<file path="src/rtl/fifo_axis_packer.sv">
// Pops words from an always-appear FIFO and packs PACK of them into one AXI4-Stream beat.
// Each packet is a programmed number of beats; tlast marks the final one.
module fifo_axis_packer #(
  parameter int DATA_WIDTH = 8,
  parameter int PACK       = 4,
  parameter int LEN_WIDTH  = 16
) (
  input  logic                       clk,
  input  logic                       rst_n,
  input  logic                       i_en,
  input  logic                       i_start,
  input  logic [LEN_WIDTH-1:0]       i_beats,
  input  logic                       i_valid,
  input  logic [DATA_WIDTH-1:0]      i_data,
  output logic                       o_rd,
  output logic [DATA_WIDTH*PACK-1:0] m_axis_tdata,
  output logic                       m_axis_tvalid,
  input  logic                       m_axis_tready,
  output logic                       m_axis_tlast,
  output logic                       o_busy,
  output logic                       o_done
);

  // state | meaning
  // IDLE  | waiting for i_start; zero-length start only pulses o_done
  // RUN   | popping words into the pack buffer and loading beats
  // DRAIN | last beat loaded; waiting for its handshake

  localparam int IDX_W = $clog2(PACK);
  localparam logic [IDX_W-1:0] LAST_IDX = IDX_W'(PACK - 1);

  typedef enum logic [1:0] {S_IDLE, S_RUN, S_DRAIN} state_e;

  state_e                          state_q;
  logic [LEN_WIDTH-1:0]            beats_left_q;
  logic [IDX_W-1:0]                word_idx_q;
  logic [PACK-2:0][DATA_WIDTH-1:0] buf_q;
  logic [DATA_WIDTH*PACK-1:0]      tdata_q;
  logic                            tvalid_q;
  logic                            tlast_q;
  logic                            done_q;

  logic last_word;
  logic slot_ok;
  logic rd;
  logic out_hs;

  assign last_word = (word_idx_q == LAST_IDX);
  // The closing word needs the output register free, or freeing by handshake this cycle.
  assign slot_ok   = !last_word || !tvalid_q || m_axis_tready;
  assign rd        = i_en && (state_q == S_RUN) && i_valid && slot_ok;
  assign out_hs    = tvalid_q && m_axis_tready;

  always_ff @(posedge clk or negedge rst_n) begin
    if (!rst_n) begin
      state_q      <= S_IDLE;
      beats_left_q <= '0;
      word_idx_q   <= '0;
      buf_q        <= '0;
      tdata_q      <= '0;
      tvalid_q     <= 1'b0;
      tlast_q      <= 1'b0;
      done_q       <= 1'b0;
    end else begin
      done_q <= 1'b0;

      if (rd && last_word) begin
        tdata_q  <= {i_data, buf_q};
        tvalid_q <= 1'b1;
        tlast_q  <= (beats_left_q == LEN_WIDTH'(1));
      end else if (out_hs) begin
        tvalid_q <= 1'b0;
        tlast_q  <= 1'b0;
      end

      case (state_q)
        S_IDLE: begin
          if (i_start) begin
            if (i_beats != '0) begin
              state_q      <= S_RUN;
              beats_left_q <= i_beats;
              word_idx_q   <= '0;
            end else begin
              done_q <= 1'b1;
            end
          end
        end
        S_RUN: begin
          if (rd) begin
            if (last_word) begin
              word_idx_q   <= '0;
              beats_left_q <= beats_left_q - LEN_WIDTH'(1);
              if (beats_left_q == LEN_WIDTH'(1)) state_q <= S_DRAIN;
            end else begin
              for (int k = 0; k < PACK - 1; k++) begin
                if (word_idx_q == IDX_W'(k)) buf_q[k] <= i_data;
              end
              word_idx_q <= word_idx_q + IDX_W'(1);
            end
          end
        end
        S_DRAIN: begin
          if (out_hs && tlast_q) begin
            state_q <= S_IDLE;
            done_q  <= 1'b1;
          end
        end
        default: state_q <= S_IDLE;
      endcase
    end
  end

  assign o_rd          = rd;
  assign m_axis_tdata  = tdata_q;
  assign m_axis_tvalid = tvalid_q;
  assign m_axis_tlast  = tlast_q;
  assign o_busy        = (state_q != S_IDLE);
  assign o_done        = done_q;

endmodule
</file>
<file path="config.mk">
export PLATFORM = sky130hd
export DESIGN_NAME = fifo_axis_packer
export DESIGN_NICKNAME = d
export VERILOG_FILES = /design/src/rtl/fifo_axis_packer.sv
export SDC_FILE = /design/constraint.sdc
export NUM_CORES = 1
export LEC_CHECK = 0
export CAP_MARGIN = 20
export CORE_ASPECT_RATIO = 0.5
export CORE_MARGIN = 3
export CORE_UTILIZATION = 53
export CTS_CLUSTER_SIZE = 8
export DETAILED_ROUTE_END_ITERATION = 6
export GPL_TIMING_DRIVEN = 0
export PLACE_DENSITY = 0.8
export SLEW_MARGIN = 10
export SYNTH_ARGS = -nofsm -noshare
export SYNTH_HDL_FRONTEND = slang
export SYNTH_SLANG_ARGS = --single-unit
</file>
<file path="constraint.sdc">
create_clock -name clk -period 2.5 [get_ports clk]
set_input_delay 0.25 -clock clk [delete_from_list [all_inputs] [get_ports clk]]
set_output_delay 0.25 -clock clk [all_outputs]
set_load 0.01 [all_outputs]
</file>
==> impl_results.md, run 1 <==
- Initial Utilization: 55.96%
- Gr usage total: 23.92%
- Slew of the pin with the lowest slew margin: 0.8129 ns
- Final WS setup: 0.3259 ns
- Clock Latency Late Sink: 0.33 ns
- Inst Count DP: 465
- Final Core Density: 71.81%
- Ys flop type: dfrtp_1
- Final setup viols: 0
- Hold_ws: 0.3081 ns
- Placement Setup Slack: 0.2029 ns
- Sequential fraction of the synthesis area: 51.52%
- Total Nets Final: 421
- Proportion of synthesized area in mux cells: 16.69%
- Standby leakage power: 2.052 nW
- Grt total ovfl: 0
- Clock Skew: 0.005390 ns
- Clk pin slew, worst setup/hold paths: 0.06 ns
- First-pass GRT wire length: 15480 µm
- Antenna-violating nets left: 0
- Largest family of logic cells by synthesized area: multiplexers
- Max_cap viols: 0
- Asr flop ratio synth: 100.0%
- Synth area leaders: dfrtp_1 52%, mux2_2 16%, ha_1 2.0%, a2bb2oi_1 1.6%, buf_2 1.6%
- Core area: 0.006858 mm²
- Max Slew Vio Count: 0
- Routed Wire Length: 9346 µm
- Ports: 67
- Drt first pass iters: 5
- Mapped Area: 0.003837 mm²
- FP Rows: 21
- Initial DRC count: 223
- Synth top area share: 51.52%
- CP Data Required Time: 2.72 ns
- Vias/cell: 6.170
- Critical R2R Launch: beats_left_q[1]
- Wire length per cell: 19.39 µm
- XOR/XNOR Fraction of Synth Area: 0%
- Area leader, netlist: dfrtp_1
- IR drop worst, VDD: 0.0006404 V
- Distinct cell type count after synthesis: 55
- Post_cts resized: 0
- Complex-gate fraction of the synthesized area: 13.66%
- Synth Register Bits: 79
- Layout area overhead: 28.33%
- Peak Freq: 0.4600 GHz
- Drt drc: 0
- Via count: 2974
- Worst slew margin: 45.31%
- Num CTS Buffers: 9
- H-tree depth: 3
- CTS Buffer Depth: 2
- Post-route total power: 5.156 mW
- Unrepaired setup endpoints after global routing: no
- RePlAce Congestion: 0.9160
- Critical path arrival: 2.39 ns
- Synth Warn #: 0
- DIE AREA: 0.008360 mm²
- Die width: 126.3 µm
- Hold WC Path Type: input port to async pin
- Simple-Gate Fraction of Synth Area: 12.19%
- CP Launch Type: flip-flop
- PD cells: 1047 mW/mm²
- Syn Inst Count: 306
- TritonCTS sink count: 79
- Share of cells above drive strength 1: 27.44%
- PortBufs: 66
- Worst setup EP type: flip-flop
- Initial antenna violation count: 0
- EDFF count, synth: 0
- Share of the clock period used by the worst path: 86.96%
- Synthesized area per cell: 12.54 µm²
- CTS tree: done
- Critical Setup Path Class: flip-flop to flip-flop
- Hold Fails Final Rpt: 0
- Post-Synth Adder-Cell Area: 1.956%
- ANT cells: 0
- Synth top cells by count: 79 x dfrtp_1, 56 x mux2_2, 12 x buf_2, 11 x nand2_1, 11 x nor2_1
- Root buf cell: clkbuf_16
- Syn_nets: 342
- Vias in the first global route: 3073
- Fin cells: 482
- Largest net degree at the start of global routing: 70
- Outcome: complete, no violations
- Crit path time final: 2.174 ns
- Worst Setup SP: beats_left_q[1]
- Critical path peak fanout: 8
- Post-DP HPWL: 6409 µm
- Count leader, synth: dfrtp_1
- Die H: 66.17 µm
-- stage by stage --
stage	area [µm²]	TNS [ns]
5_1_grt	4925	0
3_5_place_dp	4638	0
4_1_cts	4925	0
6_report	4925	0
2_1_floorplan	3837	0
3_3_place_gp	4613	-111.61
-- layer usage --
layer / track usage [%] / wire (µm) / vias to the layer above
met1: 29.58 / 4101 / 1511
li1: - / - / 1323
met3: 7.097 / 577 / 13
met5: 0 / 0 / -
met2: 41.14 / 4534 / 127
met4: 7.353 / 133 / 0
-- logic make-up after synthesis --
logic type,count (synthesis)
simple gates,71
flops,79
buf+inv,28
mux,57
fa+ha+maj,6
compound gates,65
-- critical path, stage by stage, from the launching register on --
cell	delay [ns]
dfrtp_1	0.42
inv_1	0.12
ha_1	0.22
nor3b_2	0.54
nand4_1	0.17
a221o_1	0.36
a22o_1	0.23
-- registers in the layout, indices dropped and copies added (netlist names) --
register / flops
m_axis_tlast: 1
buf_q: 24
state_q: 2
word_idx_q: 2
m_axis_tvalid: 1
o_done: 1
beats_left_q: 16
m_axis_tdata: 32
-- timing repair --
| item | in CTS | in global routing |
|---|---|---|
| endpoints found under the hold margin | 10 | 0 |
| hold buffers | 1 | 0 |
| setup buffers | 0 | 0 |
| setup endpoints to repair | 0 | 0 |
-- layout by cell type, fill, tap and decap left out, types with 3 or more instances in the layout --
master / synthesis / layout
dfrtp_1: 79 / 79
clkdlybuf4s50_1: 0 / 65
mux2_2: 56 / 56
buf_2: 12 / 12
nor2_1: 11 / 11
nand2_1: 11 / 11
inv_1: 10 / 10
clkbuf_16: 0 / 9
a21oi_1: 7 / 7
a2bb2oi_1: 7 / 7
o21ai_0: 7 / 7
nor4_1: 6 / 6
and3_1: 6 / 6
nand3_1: 6 / 6
a221oi_1: 6 / 6
ha_1: 6 / 6
nand4_1: 5 / 5
nor3_1: 5 / 5
o22ai_1: 5 / 5
o2bb2ai_1: 4 / 4
nand3_2: 3 / 3
a221o_1: 3 / 3
o211ai_1: 3 / 3
nor4_2: 3 / 3
nand2b_1: 3 / 3
buf_4: 2 / 3
o221ai_1: 3 / 3
clkbuf_1: 1 / 3
-- path summary, 6_finish.rpt --
check,endpoint,slack [ns],depth (start not counted)
worst max-delay path,beats_left_q[14],0.33,6
worst min-delay path,beats_left_q[7],0.31,2
worst max register to register,beats_left_q[14],0.33,6
worst min register to register,buf_q[19],0.50,1
max in group asynchronous,m_axis_tdata[28],1.62,3
min in group clk,buf_q[19],0.50,1
-- power by group --
part,internal [mW],switching (mW),leakage [nW]
Combinational,1.05,0.727,0.938
Clock,0.704,0.515,0.133
Sequential,1.80,0.360,0.980
Total,3.55,1.60,2.05
-- area by class of cell --
cell class	count	area, µm²
fillers	483	1933
flip-flops and latches	79	1977
inverters	10	37.54
repair buffers	68	695.7
clock buffers	12	246.5
well taps	92	115.1
plain buffers	18	115.1
clock inverters	4	30.03
multi-input cells	199	1708
Note: power is estimated with default switching activity, not from simulation.
==> inputs of run 2 (changes only) <==
--- a/config.mk
+++ b/config.mk
@@ -9,6 +9,7 @@
 export CORE_ASPECT_RATIO = 0.5
 export CORE_MARGIN = 3
 export CORE_UTILIZATION = 53
+export CTS_CLUSTER_DIAMETER = 60
 export CTS_CLUSTER_SIZE = 8
 export DETAILED_ROUTE_END_ITERATION = 6
 export GPL_TIMING_DRIVEN = 0
==> results of run 2 <==
Final layout, timing and power as in run 1 (identical DEF).
==> RTL edit: new RTL, settings of run 2 <==
Re-encode `state_e` (3 states) as one-hot, 3 bits wide.
--- a/src/rtl/fifo_axis_packer.sv
+++ b/src/rtl/fifo_axis_packer.sv
@@ -29,7 +29,7 @@
   localparam int IDX_W = $clog2(PACK);
   localparam logic [IDX_W-1:0] LAST_IDX = IDX_W'(PACK - 1);
 
-  typedef enum logic [1:0] {S_IDLE, S_RUN, S_DRAIN} state_e;
+  typedef enum logic [2:0] {S_IDLE = 3'b001, S_RUN = 3'b010, S_DRAIN = 3'b100} state_e;
 
   state_e                          state_q;
   logic [LEN_WIDTH-1:0]            beats_left_q;
Check against the original RTL: same outputs for any inputs over 10 cycles, from zero or initial values and one cycle with rst_n low; not proved beyond that.
==> RTL edit against run 2 <==
Power shrank 20%. Sequential share of layout area grew 0.90 points. Combinational power shrank 45%. Worst setup slack lost 0.21 ns. Design area shrank 0.89%. Routed wire length shrank 5.5%. Area after synthesis shrank 2.4%. Sequential cell count grew 1.
==> RTL edit: results (changes against run 2) <==
| Metric | Value |
|---|---|
| Status | `completed` |
| Sequential Power | `1.82 mW (-16%)` |
| Vias | `2,916 (-2.0%)` |
| CTS Buf Count | `9 (unchanged)` |
| Mux cell area share after synthesis | `17.5% (+0.85 points)` |
| Final Hold Vio Count | `0 (unchanged)` |
| CTS Buffer Depth | `2 (unchanged)` |
| Most used DFF post-synth | `dfrtp_1` |
| Synth Area in XOR/XNOR | `0% (unchanged)` |
| Adder-Cell Fraction of Synth Area | `2.01% (+0.049 points)` |
| CP endpoint | `beats_left_q[0]$_DFFE_PN0P_` |
| Root buffer cell | `clkbuf_16` |
| WP data arrival | `2.63 ns (+0.24 ns)` |
| Syn nets | `343 (+0.29%)` |
| Leakage dissipation | `2.20 nW (+7.2%)` |
| Synth unique cells | `50 (-9.1%)` |
| Vias in the first global route | `3,030 (-1.4%)` |
| Worst Tran Pin Value | `0.717 ns (-0.0961 ns)` |
| Reg2Reg Setup Slack | `0.11 ns (-0.21 ns)` |
| Initial antenna violation count | `0 (unchanged)` |
| Synthesis warning total | `0 (unchanged)` |
| HP Class | `primary input to async pin` |
| R2r worst-path depth | `6 (unchanged)` |
| Post-synthesis sequential area ratio | `53.5% (+2.0 points)` |
| Detailed Route WL | `8830 um (-5.5%)` |
| H-tree depth | `3 (unchanged)` |
| Logic pwr share | `23.8% (-11 points)` |
| Psw | `1.26 mW (-21%)` |
| Final Wtd Congestion | `0.870 (-5.0%)` |
| Worst vdd ir | `0.509 mV (-20%)` |
| Nets | `426 (+1.2%)` |
| Pin count of the biggest net entering global routing | `45 (-36%)` |
| Post-DP Area | `4530 um^2 (-2.3%)` |
| Slew Viols, Final | `0 (unchanged)` |
| Crit-path max FO | `8 (unchanged)` |
| Crit path from | `state_q[0]$_DFFE_PN1P_` |
| Complex-gate fraction of the synthesized area | `11.6% (-2.1 points)` |
| Top cells by area, synth | `dfrtp_1 53%, mux2_2 17%, ha_1 2.0%, o21ai_0 1.7%, nor2_1 1.5%` |
| Clock transition at path regs | `0.06 ns (about the same)` |
| Clock Skews | `0.00550 ns (+0.000110 ns)` |
| DP HPWL | `6190 um (-3.4%)` |
| Most frequent cells after synthesis | `79 x dfrtp_1, 57 x mux2_2, 15 x nor2_1` |
| First-pass GRT wire length | `14,700 um (-4.9%)` |
| Total GRT Usage | `22.9% (-0.98 points)` |
| Ant diodes | `0 (unchanged)` |
| First drt pass iteration count | `5 (unchanged)` |
| Initial DRC count | `246 (+10%)` |
| Ratio of cells with drive above 1 in the final layout | `25.4% (-2.1 points)` |
==> RTL edit: changes by cell type after synthesis, sizes merged, moves of 5 or more <==
cell,delta
a221oi,-6
a31oi,+6
buf,-6
nand3,-5
nor2,+5
nor3,+5
o21ai,+6
or4,+6
==> RTL edit: routing by layer <==
| layer | global-route usage, % | part of all wire [%] | vias up |
|---|---|---|---|
| met5 | 0 | 0 | - |
| met1 | 28.0 | 43 | 1460 |
| met2 | 39.9 | 50 | 134 |
| li1 | - | - | 1310 |
| met4 | 8.65 | 1.3 | 0 |
| met3 | 6.17 | 6.5 | 12 |
==> RTL edit: how the worst min path moves through the flow <==
stage | cells past startpoint | slack (ns) | to | from
after global routing | 1 | 0.51 | m_axis_tdata[23]$_DFFE_PN0P_ | m_axis_tdata[23]$_DFFE_PN0P_
after floorplan | 0 | -0.05 | beats_left_q[0]$_DFFE_PN0P_ | rst_n
final | 2 | 0.46 | beats_left_q[0]$_DFFE_PN0P_ | rst_n
after CTS | 2 | 0.48 | beats_left_q[0]$_DFFE_PN0P_ | rst_n
after detailed placement | 1 | 0.29 | o_done$_DFF_PN0_ | rst_n
after global placement | 1 | 0.48 | m_axis_tdata[7]$_DFFE_PN0P_ | buf_q[7]$_DFFE_PN0P_
==> RTL edit: cells by family after synthesis <==
group,Yosys count
AO/OA/AOI/OAI,61
adder cells (fa/ha/maj),6
buffers and inverters,25
flip-flops,80
multiplexers,58
AND/OR/NAND/NOR,77
==> RTL edit: repair_timing <==
item / 4_1_cts / 5_1_grt
resized for setup: 0 / 1
hold endpoints to repair: 42 / 0
hold buffers: 1 / 0
buffers inserted: 0 / 4
pin swaps: 1 / 2
endpoints found under the setup margin: 1 / 2
==> RTL edit: critical path: stages (launching register included) <==
cell and delay [ns]:
dfstp_2 0.55, or3b_1 0.35, buf_2 0.17, nor2_1 0.27
o22a_1 0.40, nand2_1 0.28, o31ai_1 0.28
==> RTL edit: final cells by class <==
class	count	area, um^2
Timing Repair Buffer	72	721
Buffer	16	98.8
Fill cell	397	1550
Sequential cell	80	2000
Multi-Input combinational cell	202	1610
Inverter	9	33.8
Clock inverter	4	53.8
Tap cell	88	110
Clock buffer	11	253
==> RTL edit: through the flow <==
| step | cells | worst slack, ns | setup TNS, ns | power [mW] |
|---|---|---|---|---|
| final | 482 | 0.111 | 0 | 4.12 |
| after CTS | 478 | 0.0189 | 0 | 4.11 |
| after floorplan | 307 | 0.407 | 0 | 2.42 |
| after global placement | 461 | -1.47 | -116.09 | 2.69 |
| after global routing | 482 | 0.0110 | 0 | 4.34 |
| after detailed placement | 462 | -0.0275 | -0.0493 | 2.77 |
